File: src/rtl/motion_pkg.sv
// Shared types and default tuning for the motion alarm controller.
package motion_pkg;

  localparam int unsigned SAMPLE_W = 7;
  localparam int unsigned ZONES    = 3;
  localparam int unsigned CONF_W   = 4;
  localparam int unsigned DLY_W    = 8;
  localparam int unsigned BUZZ_W   = 8;
  localparam int unsigned EVT_W    = 8;

  localparam int unsigned THRESH_DEF         = 20;
  localparam int unsigned CONFIRM_CYCLES_DEF = 3;
  localparam int unsigned ARM_DELAY_DEF      = 4;
  localparam int unsigned BUZZ_HALF_DEF      = 2;

  typedef enum logic [1:0] {
    ST_DISARMED = 2'd0,
    ST_ARMING   = 2'd1,
    ST_ARMED    = 2'd2,
    ST_ALARM    = 2'd3
  } state_e;

endpackage

File: src/rtl/pir_confirm.sv
// One PIR zone: threshold compare plus saturating run-length counter.
// o_trip_c pulses on the sample that completes the qualifying run.
module pir_confirm
  import motion_pkg::*;
#(
  parameter int unsigned THRESH         = THRESH_DEF,
  parameter int unsigned CONFIRM_CYCLES = CONFIRM_CYCLES_DEF
) (
  input  logic                clk,
  input  logic                rst,
  input  logic                i_en,
  input  logic                i_clear,
  input  logic [SAMPLE_W-1:0] i_sample,
  output logic                o_trip_c
);

  logic [CONF_W-1:0] r_cnt;
  logic              w_above;
  logic              w_sat;

  // Equal to threshold is not motion.
  assign w_above  = i_sample > SAMPLE_W'(THRESH);
  assign w_sat    = r_cnt == CONF_W'(CONFIRM_CYCLES);
  assign o_trip_c = i_en && !i_clear && w_above &&
                    (r_cnt == CONF_W'(CONFIRM_CYCLES - 1));

  always_ff @(posedge clk) begin
    if (rst) begin
      r_cnt <= '0;
    end else if (i_clear || !i_en || !w_above) begin
      r_cnt <= '0;
    end else if (!w_sat) begin
      r_cnt <= r_cnt + CONF_W'(1);
    end
  end

endmodule

File: src/rtl/motion_alarm_ctrl.sv
// Three-zone PIR intrusion alarm: exit delay, confirmed trips, buzzer and
// entry counting.
module motion_alarm_ctrl
  import motion_pkg::*;
#(
  parameter int unsigned THRESH         = THRESH_DEF,
  parameter int unsigned CONFIRM_CYCLES = CONFIRM_CYCLES_DEF,
  parameter int unsigned ARM_DELAY      = ARM_DELAY_DEF,
  parameter int unsigned BUZZ_HALF      = BUZZ_HALF_DEF
) (
  input  logic                clk,
  input  logic                rst,
  input  logic                turn,
  input  logic                stop_alarm,
  input  logic [SAMPLE_W-1:0] pir_sensor_1,
  input  logic [SAMPLE_W-1:0] pir_sensor_2,
  input  logic [SAMPLE_W-1:0] pir_sensor_3,
  output logic                alarm,
  output logic                buzzer,
  output logic                armed,
  output logic [ZONES-1:0]    zone,
  output logic [EVT_W-1:0]    event_count
);

  state_e              r_state, w_state_nxt;
  logic [DLY_W-1:0]    r_dly, w_dly_nxt;
  logic [BUZZ_W-1:0]   r_bcnt, w_bcnt_nxt;
  logic                r_buzz, w_buzz_nxt;
  logic                r_alarm, r_armed;
  logic [ZONES-1:0]    r_zone, w_zone_nxt;
  logic [EVT_W-1:0]    r_evt, w_evt_nxt;
  logic [ZONES-1:0]    w_trip;
  logic                w_sense_en;
  logic                w_sense_clr;

  // Sensors only count while armed; a disarm or an acknowledge restarts them.
  assign w_sense_en  = (r_state == ST_ARMED) || (r_state == ST_ALARM);
  assign w_sense_clr = !turn || ((r_state == ST_ALARM) && stop_alarm);

  pir_confirm #(.THRESH(THRESH), .CONFIRM_CYCLES(CONFIRM_CYCLES)) u_pir_1 (
    .clk(clk), .rst(rst), .i_en(w_sense_en), .i_clear(w_sense_clr),
    .i_sample(pir_sensor_1), .o_trip_c(w_trip[0])
  );
  pir_confirm #(.THRESH(THRESH), .CONFIRM_CYCLES(CONFIRM_CYCLES)) u_pir_2 (
    .clk(clk), .rst(rst), .i_en(w_sense_en), .i_clear(w_sense_clr),
    .i_sample(pir_sensor_2), .o_trip_c(w_trip[1])
  );
  pir_confirm #(.THRESH(THRESH), .CONFIRM_CYCLES(CONFIRM_CYCLES)) u_pir_3 (
    .clk(clk), .rst(rst), .i_en(w_sense_en), .i_clear(w_sense_clr),
    .i_sample(pir_sensor_3), .o_trip_c(w_trip[2])
  );

  always_ff @(posedge clk) begin
    if (rst) begin
      r_state <= ST_DISARMED;
      r_dly   <= '0;
      r_bcnt  <= '0;
      r_buzz  <= 1'b0;
      r_alarm <= 1'b0;
      r_armed <= 1'b0;
      r_zone  <= '0;
      r_evt   <= '0;
    end else begin
      r_state <= w_state_nxt;
      r_dly   <= w_dly_nxt;
      r_bcnt  <= w_bcnt_nxt;
      r_buzz  <= w_buzz_nxt;
      r_alarm <= (w_state_nxt == ST_ALARM);
      r_armed <= (w_state_nxt == ST_ARMED) || (w_state_nxt == ST_ALARM);
      r_zone  <= w_zone_nxt;
      r_evt   <= w_evt_nxt;
    end
  end

  // Next state and next registered outputs; disarm outranks everything.
  always_comb begin
    w_state_nxt = r_state;
    w_dly_nxt   = r_dly;
    w_bcnt_nxt  = '0;
    w_buzz_nxt  = 1'b0;
    w_zone_nxt  = r_zone;
    w_evt_nxt   = r_evt;
    case (r_state)
      ST_DISARMED: begin
        if (turn) begin
          w_state_nxt = ST_ARMING;
          w_dly_nxt   = '0;
        end
      end
      ST_ARMING: begin
        if (!turn) begin
          w_state_nxt = ST_DISARMED;
        end else if (r_dly == DLY_W'(ARM_DELAY - 1)) begin
          w_state_nxt = ST_ARMED;
        end else begin
          w_dly_nxt = r_dly + DLY_W'(1);
        end
      end
      ST_ARMED: begin
        if (!turn) begin
          w_state_nxt = ST_DISARMED;
          w_zone_nxt  = '0;
        end else if (|w_trip) begin
          w_state_nxt = ST_ALARM;
          w_zone_nxt  = w_trip;
          w_buzz_nxt  = 1'b1;
          if (r_evt != {EVT_W{1'b1}}) begin
            w_evt_nxt = r_evt + EVT_W'(1);
          end
        end
      end
      ST_ALARM: begin
        if (!turn) begin
          w_state_nxt = ST_DISARMED;
          w_zone_nxt  = '0;
        end else if (stop_alarm) begin
          w_state_nxt = ST_ARMED;
          w_zone_nxt  = '0;
        end else begin
          w_zone_nxt = r_zone | w_trip;
          if (r_bcnt == BUZZ_W'(BUZZ_HALF - 1)) begin
            w_buzz_nxt = !r_buzz;
          end else begin
            w_buzz_nxt = r_buzz;
            w_bcnt_nxt = r_bcnt + BUZZ_W'(1);
          end
        end
      end
      default: w_state_nxt = ST_DISARMED;
    endcase
  end

  assign alarm       = r_alarm;
  assign buzzer      = r_buzz;
  assign armed       = r_armed;
  assign zone        = r_zone;
  assign event_count = r_evt;

endmodule
File: config.mk
export PLATFORM = sky130hd
export DESIGN_NAME = motion_alarm_ctrl
export DESIGN_NICKNAME = d
export VERILOG_FILES = /design/src/rtl/motion_pkg.sv /design/src/rtl/pir_confirm.sv /design/src/rtl/motion_alarm_ctrl.sv
export SDC_FILE = /design/constraint.sdc
export NUM_CORES = 1
export LEC_CHECK = 0
export CAP_MARGIN = 20
export CORE_AREA = 2 2 73 75
export CTS_CLUSTER_SIZE = 8
export DETAILED_ROUTE_END_ITERATION = 10
export DIE_AREA = 0 0 75 77
export PLACE_DENSITY_LB_ADDON = 0.05
export RECOVER_POWER = 25
export SLEW_MARGIN = 20
export SYNTH_ARGS = -nofsm -noshare
export SYNTH_HDL_FRONTEND = slang
export SYNTH_SLANG_ARGS = --single-unit
File: constraint.sdc
create_clock -name clk -period 1.9 [get_ports clk]
set_input_delay 0.285 -clock clk [delete_from_list [all_inputs] [get_ports clk]]
set_output_delay 0.285 -clock clk [all_outputs]
set_load 0.05 [all_outputs]
==> flow_metrics.env <==
export IMPL_grt_pass1_wl_um=8400
export IMPL_grt_pass1_vias=1913
export IMPL_cts_sinks=43
export IMPL_clkLatencyLatePin_ns=0.30
export IMPL_layout_nets=353
export IMPL_finalCritPeriodShare_pct=104
export IMPL_p_comb_share_pct=7.1
export IMPL_p_leak_uw=0.00120
export IMPL_clockBufferDepth=2
export IMPL_fin_skew_ns=0.00916
export IMPL_critical_path_required_ns=2.09
export IMPL_worstReg2RegEnd="event_count[4]"
export IMPL_setup_worst_path_start_class="flip-flop"
export IMPL_worst_pin_slew_ns=0.511
export IMPL_multi_input_area_mm2=0.00141
export IMPL_wl_met1_um=2340
export IMPL_cell_internal_pwr_uw=1350
export IMPL_cp_end_kind="flip-flop"
export IMPL_pwr_share_clk_pct=40.6
export IMPL_period_minus_slack_ns=1.98
export IMPL_power_frac_seq_pct=52.3
export IMPL_grt_start_max_net_pins=21
export IMPL_hp_class="reg -> reg"
export IMPL_regArea_um2=868
export IMPL_final_setup_viol_count=6
export IMPL_holdWs_ns=0.485
export IMPL_drt_wl_total_um=4990
export IMPL_crit_chain="inv_2, ha_2, or3b_4, a2111o_1, a31oi_4, nand4_1, mux2_1"
export IMPL_fillers=442
export IMPL_synthFlopType="dfxtp_1"
export IMPL_synth_fp_nets=280
export IMPL_pre_cts_slack_ns=-0.379
export IMPL_drive_gt1_share_pct=23.9
export IMPL_switching_share_pct=21.7
export IMPL_clk_root_buffer_cell="clkbuf_8"
export IMPL_p_switching_uw=376
export IMPL_placed_area_mm2=0.00296
export IMPL_synth_avg_cell_area_um2=9.21
export IMPL_critPathMaxStageDelay_ns=0.39
export IMPL_peakVddDrop_mv=0.315
export IMPL_finish_instance_area_mm2=0.00314
export IMPL_cts_hold_buf=0
export IMPL_vias_per_cell=5.20
export IMPL_die_h_um=77
export IMPL_finalMaxSlewViolations=0
export IMPL_path_max_fanout=2
export IMPL_power_density_mw_per_mm2=550
export IMPL_synth_area_mm2=0.00226
export IMPL_drtPass1Iterations=5
export IMPL_ys_warn_count=0
export IMPL_ant_nets=0
export IMPL_crit_family="compound AO/OA/AOI/OAI gates"
export IMPL_fmax_mhz=504
export IMPL_die_x_um=75
export IMPL_port_buffers=38
export IMPL_path_clk_slew_ns=0.09
export IMPL_synth_edff_count=0
export IMPL_r2r_slack_ns=-0.08
export IMPL_numCtsBuffers=5
export IMPL_grt_usage_pct=18.3
export IMPL_gp_congestion=0.801
export IMPL_core_mm2=0.00498
export IMPL_area_growth_syn_to_layout_pct=39.3
export IMPL_min_path_cells=1
export IMPL_ys_ff_latch=43
export IMPL_fp_row_count=26
export IMPL_vias=2016
export IMPL_layout_setup_ws_ns=-0.0850
export IMPL_async_flop_share_pct=0
export IMPL_top_layer="met4"
export IMPL_slowest_stage="or3b_4"
export IMPL_r2r_start="u_pir_1.r_cnt[0]"
export IMPL_drt_wirelength_per_cell_um=12.9
export IMPL_synthCells=245
export IMPL_maxSlewHeadroom_pct=65.8
export IMPL_holdPathEnd="r_bcnt[0]"
export IMPL_grt_overflow=0
export IMPL_hold_violations=0
export IMPL_io_pins=39
export IMPL_rsz0062_at_grt="yes"
export IMPL_post_route_util_pct=63.2
export IMPL_failed_checks="negative setup slack"
export IMPL_place_hpwl_um=3850
export IMPL_hp_start="r_bcnt[0]"
export IMPL_start_util_pct=45.3
export IMPL_cp_arrival_ns=2.17
export IMPL_drc=0
export IMPL_cp_buffers_inverters=1
export IMPL_ys_types=52
export IMPL_status="complete, but fails checks"
export IMPL_dieArea_mm2=0.00578
export IMPL_ys_seq_area_share_pct=38.1
export IMPL_routed_wl_met2_um=2440
export IMPL_drtIter0Drc=58
export IMPL_p_total_uw=1730
export IMPL_htreeDepth=2
export IMPL_ff2ff_path_depth=7
export IMPL_diodes=0
export IMPL_cts_tree="yes"
export IMPL_path_class="reg -> reg"
export IMPL_route_met3_wl_um=141
export IMPL_antenna_found_initial=0
export IMPL_drv_cap=0
-- power by group through the flow --
stage | Clock, uW | Sequential [uW] | Combinational (uW)
after CTS | 721 | 904 | 119
after floorplan | 0 | 926 | 44.9
after detailed placement | 0 | 925 | 119
final | 701 | 904 | 123
after global routing | 752 | 905 | 132
after global placement | 0 | 925 | 118
-- cell usage after synthesis, types with 2 or more instances --
cell type / number / area share [%]
a2111o_1: 3 / 1.5
mux2i_1: 2 / 0.89
clkbuf_1: 2 / 0.33
or3b_4: 2 / 1.0
buf_6: 2 / 1.0
inv_1: 8 / 1.3
xnor2_1: 6 / 2.3
nand2_1: 16 / 2.7
nand4_1: 6 / 1.7
or3b_2: 3 / 1.2
a211oi_1: 4 / 1.3
nand3_1: 17 / 3.8
ha_1: 10 / 5.5
a31oi_1: 2 / 0.55
mux2_1: 3 / 1.5
o211ai_1: 2 / 0.66
nor2_1: 39 / 6.5
nor2b_1: 5 / 1.4
and3_1: 4 / 1.1
nand2b_1: 4 / 1.1
nor3_1: 5 / 1.1
a211oi_2: 3 / 1.7
a21oi_1: 8 / 1.8
a311oi_1: 3 / 1.2
a2111oi_4: 2 / 2.4
dfxtp_1: 43 / 38
xor2_1: 12 / 4.7
nand3b_1: 4 / 1.3
a22oi_1: 2 / 0.66
-- cells by family (layout without fill, tap and decap cells) --
kind of cell / count (synthesis) / after routing / share of synthesized area [%]
adder cells (fa/ha/maj): 10 / 10 / 5.54
flip-flops: 43 / 43 / 38.1
AO/OA/AOI/OAI: 41 / 41 / 17.8
AND/OR/NAND/NOR: 115 / 115 / 26.2
XOR/XNOR: 18 / 18 / 6.98
multiplexers: 5 / 5 / 2.38
buffers and inverters: 13 / 86 / 2.99
-- cell type report --
cell class | count | share of cell area (%)
multi-input cells | 189 | 44.9
flip-flops and latches | 43 | 27.6
repair buffers | 71 | 20.3
well taps | 70 | 2.79
clock buffers | 5 | 2.19
clock inverters | 2 | 1.19
inverters | 8 | 0.955
-- metrics by stage --
stage	setup TNS [ns]	std cells
floorplan	-0.417	245
global placement	-5.00	380
detailed placement	-5.17	380
CTS	-0.227	387
global route	-0.910	388
finish	-0.293	388
-- what timing repair did --
action / CTS / global route
setup buffers: 0 / 1
pin swaps: 5 / 7
endpoints found under the setup margin: 14 / 16
gates resized for setup: 7 / 13
-- registers in the layout, summed over array words and instances, names as in the netlist --
name           cells
event_count        8
r_bcnt             8
r_dly              8
u_pir_1.r_cnt      4
u_pir_2.r_cnt      4
u_pir_3.r_cnt      4
zone               3
r_state            2
alarm              1
buzzer             1
-- worst max path at each step --
| stage | end | cells after the start | from | slack [ns] |
|---|---|---|---|---|
| 3_3_place_gp | zone[0] | 7 | stop_alarm | -0.36 |
| 6_report | event_count[4] | 7 | u_pir_1.r_cnt[0] | -0.08 |
| 4_1_cts | event_count[4] | 7 | u_pir_1.r_cnt[0] | -0.09 |
| 5_1_grt | event_count[6] | 8 | u_pir_1.r_cnt[0] | -0.17 |
| 2_1_floorplan | event_count[4] | 7 | u_pir_2.r_cnt[0] | -0.17 |
| 3_5_place_dp | event_count[4] | 6 | stop_alarm | -0.38 |
-- worst register-to-register path: cells and delay by family, from the launching register on --
| family | cells | cell delay [ns] |
|---|---|---|
| AOI/OAI and AO/OA | 2 | 0.54 |
| adders and majority gates | 1 | 0.14 |
| buffers and inverters | 1 | 0.04 |
| DFF | 1 | 0.33 |
| muxes | 1 | 0.32 |
| and+or+nand+nor | 2 | 0.51 |
-- per-layer routing --
| layer | track usage (%) | vias up |
|---|---|---|
| met4 | 7.32 | 0 |
| met2 | 29.6 | 38 |
| met5 | 0 | - |
| met3 | 2.89 | 6 |
| met1 | 23.7 | 948 |
| li1 | - | 1024 |
-- cell usage in the layout (no fill, tap or decap), drive strengths merged, types with 5 or more instances in the layout --
master         netlist  layout
xor2                12      12
ha                  10      10
nor2                39      39
clkdlybuf4s50        0      33
inv                  8       8
xnor2                6       6
dfxtp               43      43
nor2b                5       5
nand3               17      17
a21oi                8       8
a211oi               7       7
clkbuf               2       5
nor3                 5       5
nand4                6       6
or3b                 6       6
nand2               17      17
buf                  3      34
(Power assumes the default switching activity.)
